--- src/rtl/world_map_scheduler.sv ---
// Arbiter for the world-map RAM read port. Video tile fetches take priority;
// single-tile robot reads are served by a four-state handshake FSM.
module world_map_scheduler #(
    parameter int ADDR_W     = 14,
    parameter int TILE_SHIFT = 3
) (
    input  logic              clk,
    input  logic              reset_n,
    input  logic [9:0]        pix_row,
    input  logic [9:0]        pix_col,
    input  logic              video_on,
    output logic [ADDR_W-1:0] map_addr,
    input  logic [1:0]        map_data,
    output logic [1:0]        world_pix,
    output logic              video_en_out,
    input  logic              bot_req,
    input  logic [ADDR_W-1:0] bot_addr,
    output logic              bot_ack,
    output logic [1:0]        bot_data
);

    typedef enum logic [1:0] {IDLE, ADDR, DATA, ACK} botState_t;

    botState_t         state;
    botState_t         stateNext;
    logic              vidSlot;
    logic [ADDR_W-1:0] vidAddr;
    logic              botGrant;
    logic              vidSlotD1;
    logic              vidSlotD2;
    logic              videoOnD1;
    logic              videoOnD2;
    logic              botAckNext;
    logic [1:0]        botDataNext;
    logic              unusedRowBits;

    assign vidSlot       = video_on && (pix_col[TILE_SHIFT-1:0] == '0);
    assign vidAddr       = ADDR_W'({pix_row[9:TILE_SHIFT], pix_col[9:TILE_SHIFT]});
    assign botGrant      = !vidSlot && (state == IDLE) && bot_req;
    assign unusedRowBits = ^pix_row[TILE_SHIFT-1:0];

    always_ff @(posedge clk or negedge reset_n) begin
        if (!reset_n) begin
            state <= IDLE;
        end else begin
            state <= stateNext;
        end
    end

    always_comb begin
        stateNext = state;
        case (state)
            IDLE:    if (botGrant) stateNext = ADDR;
            ADDR:    stateNext = DATA;
            DATA:    stateNext = ACK;
            ACK:     stateNext = IDLE;
            default: stateNext = IDLE;
        endcase
    end

    // The ack and result are computed here and registered below, so both
    // outputs come straight from flops.
    always_comb begin
        botAckNext  = 1'b0;
        botDataNext = bot_data;
        if (state == DATA) begin
            botAckNext  = 1'b1;
            botDataNext = map_data;
        end
    end

    always_ff @(posedge clk or negedge reset_n) begin
        if (!reset_n) begin
            map_addr <= '0;
        end else if (vidSlot) begin
            map_addr <= vidAddr;
        end else if (botGrant) begin
            map_addr <= bot_addr;
        end
    end

    // Two-stage slot marker: RAM data for a grant at t arrives during t+2.
    always_ff @(posedge clk or negedge reset_n) begin
        if (!reset_n) begin
            vidSlotD1    <= 1'b0;
            vidSlotD2    <= 1'b0;
            world_pix    <= '0;
            videoOnD1    <= 1'b0;
            videoOnD2    <= 1'b0;
            video_en_out <= 1'b0;
            bot_ack      <= 1'b0;
            bot_data     <= '0;
        end else begin
            vidSlotD1    <= vidSlot;
            vidSlotD2    <= vidSlotD1;
            if (vidSlotD2) begin
                world_pix <= map_data;
            end
            videoOnD1    <= video_on;
            videoOnD2    <= videoOnD1;
            video_en_out <= videoOnD2;
            bot_ack      <= botAckNext;
            bot_data     <= botDataNext;
        end
    end

endmodule

--- config.mk ---
export PLATFORM = sky130hd
export DESIGN_NAME = world_map_scheduler
export DESIGN_NICKNAME = d
export VERILOG_FILES = /design/src/rtl/world_map_scheduler.sv
export SDC_FILE = /design/constraint.sdc
export NUM_CORES = 1
export LEC_CHECK = 0
export BUFFER_PORTS_ARGS = -buffer_cell sky130_fd_sc_hd__buf_2
export CORE_ASPECT_RATIO = 0.7
export CORE_MARGIN = 4
export CORE_UTILIZATION = 30
export CTS_CLUSTER_DIAMETER = 30
export CTS_CLUSTER_SIZE = 12
export DETAILED_ROUTE_END_ITERATION = 10
export GPL_TIMING_DRIVEN = 0
export PLACE_DENSITY = 0.65
export SLEW_MARGIN = 20
export SYNTH_ARGS = -nofsm -noshare
export SYNTH_HDL_FRONTEND = slang
export SYNTH_SLANG_ARGS = --single-unit
--- constraint.sdc ---
create_clock -name clk -period 1.9 [get_ports clk]
set_clock_uncertainty 0.2 [all_clocks]
set_input_delay 0.19 -clock clk [delete_from_list [all_inputs] [get_ports clk]]
set_output_delay 0.19 -clock clk [all_outputs]
set_load 0.005 [all_outputs]
==> metrics.md <==
| Metric | Value |
|---|---|
| Critical path, cell by cell | inv_1, ha_1, nand2_2, buf_4, mux2i_1, o21ai_0 |
| Port bufs | between 50 and 60 |
| Num CTS Buffers | 3 |
| Max Cap Viol | 0 |
| Syn nets | 131 |
| Die H | 58.9 um |
| VDD IR max | 0.000412 V |
| Worst Path Max Fanout | 10 |
| First-pass iteration count of the detailed router | 4 |
| GP Congestion | about 0.65 |
| Worst Tran Pin Value | 0.575 ns |
| Final Hold Vio Count | 0 |
| Final Total Pwr | ~2.0 mW |
| Psw | approximately 590 uW |
| Fillers | 341 |
| Num Clock Sinks | 26 |
| DIE WIDTH | 80.7 um |
| Startpoint Class | flip-flop |
| Register-to-Register Path Depth | 6 |
| Hold depth | 3 |
| Top cells by count, synth | dfrtp_1, mux2i_1, nand2_1, o21ai_0, mux2_2 |
| CP Data Required Time | 1.85 ns |
| Post-place setup slack | 0.185 ns |
| Synth Warn # | 0 |
| Pwr Density | approximately 1200 nW/um^2 |
| Sum Neg Setup Slack | 0 ns |
| Post-route worst setup slack | around 0.2 ns |
| Vias in the first global route | 977 |
| Max incr delay on CP | 0.38 ns |
| Leading register cell type out of synthesis | dfrtp_1 |
| Maximum clock rate | 590 MHz |
| WP buf/inv | 2 |
| Dpl cells | 194 |
| Antenna Nets Post-Route | 0 |
| Routed wire length | roughly 2600 um |
| Min Hold Slack | just under 0.006 ns |
| I/O Pins | 60 |
| Layout cells sized above 1 | 43.4% |
| Post-CTS Hold Buffers | 18 |
| Fin. max-slew vios | 0 |
| Synth-to-Final Area Change | 52.1% |
| Unrepaired setup endpoints after global routing | false |
| Drt first-iter violations | 19 |
| Fin cells | 216 |
| Switching share of total power | between 30% and 40% |
| Worst min-delay path category | input port to flip-flop |
| Ant diodes | 0 |
| Final worst path period share | 89.2% |
| Status | finished clean |
| CTS Buffer Depth | 2 |
| CTS tree | done |
| Mapped Area | about 1100 um^2 |
| Post_cts resized | 0 |
| LEAKAGE | 0.903 nW |
| Initial Util | about a third |
| Design area | roughly 1700 um^2 |
| Worst-skew pair later-pin latency | approximately 0.27 ns |
| Cell variety after synth | 15 |
| Worst slew margin | just over 60% |
| Drt drc | 0 |
| Delay-heaviest family, CP | flip-flops |
| Critical path depth | 6 |
| Dpl cell area | 1450 um^2 |
| EDFF count, synth | 0 |
| NumNets Final | 210 |
| Post-synth top area share | 58.6% |
| Site Rows | 18 |
| Clock Tree Root | clkbuf_8 |
| Sequential share of the synthesized area | 58.6% |
| Async SR Flop Fraction | 100% |
| Clock-pin slew on the worst setup and hold paths | 0.09 ns |
| Setup Crit Path Kind | flip-flop to flip-flop |
| Worst EP arrival | around 1.6 ns |
| Post-CTS Setup Repair Bufs | 0 |
| Top-count cell post-synth | dfrtp_1 |
| First-pass GRT wire length | about 4300 um |
| Grt total ovfl | 0 |
| Core area | 3540 um^2 |
| H-tree Lvls | 1 |
| Synth top area cells | dfrtp_1, mux2i_1, o21ai_0 |
| Via count | 940 |
| Vias per inst | 4.35 |
| CP max stage cell | dfrtp_1 |
| Largest area contributor in the netlist | dfrtp_1 |
| Final setup violation count | 0 |
| P_int | about 1.4 mW |
| Dpl hpwl | 1950 um |
| Wire per inst | between 10 and 15 um |
| Initial antenna violation count | 0 |
| Critical path endpoint category | flip-flop |
| Sequential power share | 44.4% |
| Avg Cell Area, Syn | 12.6 um^2 |
| Synth Register Bits | 26 |
| Fin crit period | 1.70 ns |
| Clock group share of total power | 18.2% |
| Largest net degree at the start of global routing | 27 |
| Gr usage total | 11.7% |
| Full die area | 4750 um^2 |
| Mapped Cells | 88 |
| Final Util | 47.7% |
| Comb power frac | around 37% |
sequential cells by signal, indices dropped and copies added (netlist names):
| register | count |
|---|---|
| videoOnD2 | 1 |
| vidSlotD2 | 1 |
| videoOnD1 | 1 |
| map_addr | 14 |
| world_pix | 2 |
| vidSlotD1 | 1 |
| state | 2 |
| bot_ack | 1 |
| video_en_out | 1 |
| bot_data | 2 |
kinds of logic (layout without fill, tap and decap cells):
kind of cell             after synthesis  after routing  share of synthesized area (%)
adder cells (fa/ha/maj)                3              3                           3.38
AO/OA/AOI/OAI                         15             15                           7.10
multiplexers                          20             20                           18.9
flip-flops                            26             26                           58.6
buffers and inverters                  7             85                           4.17
AND/OR/NAND/NOR                       17             17                           7.78
layout make-up:
cell class | instances | area (um^2) | area share [%]
Multi-Input combinational cell | 55 | 413 | 24.5
Clock buffer | 4 | 55.1 | 3.26
Buffer | 4 | 35.0 | 2.08
Inverter | 3 | 11.3 | 0.667
Tap cell | 50 | 62.6 | 3.71
Sequential cell | 26 | 651 | 38.5
Timing Repair Buffer | 74 | 460 | 27.3
cell usage in the layout (no fill, tap or decap):
cell,instances
buf_2,57
buf_4,1
buf_6,2
clkbuf_8,4
dfrtp_1,26
dlygate4sd3_1,18
ha_1,3
inv_1,3
mux2_2,4
mux2_4,1
mux2i_1,15
nand2_1,14
nand2_2,1
nor2_1,1
nor4b_4,1
o21ai_0,14
o21ai_2,1
worst min-delay path, cell delays in order:
cell and delay (ns):
buf_2 0.07, mux2i_1 0.05, o21ai_0 0.12
power by group through the flow:
stage | clock network (mW) | logic, mW | registers (mW)
finish | 0.357 | 0.732 | 0.871
global route | 0.384 | 0.819 | 0.901
CTS | 0.369 | 0.748 | 0.875
detailed placement | 0 | 0.721 | 0.885
global placement | 0 | 0.695 | 0.868
floorplan | 0 | 0.381 | 0.900
per-layer routing:
layer	up-vias	global-route usage (%)	share of wire (%)
li1	455	-	-
met2	31	21.8	49
met3	2	2.91	5.5
met1	452	13.7	44
met5	-	0	0
met4	0	2.89	1.0
worst paths after layout:
kind	startpoint	end	slack [ns]
worst max-delay path	state[1]	map_addr[13]	0.20
worst min-delay path	bot_addr[3]	map_addr[3]	0.006
worst max register to register	state[1]	map_addr[13]	0.20
worst min register to register	vidSlotD1	vidSlotD2	0.16
max in group asynchronous	reset_n	map_addr[8]	0.88
min in group asynchronous	reset_n	video_en_out	0.25
(Power assumes the default switching activity.)
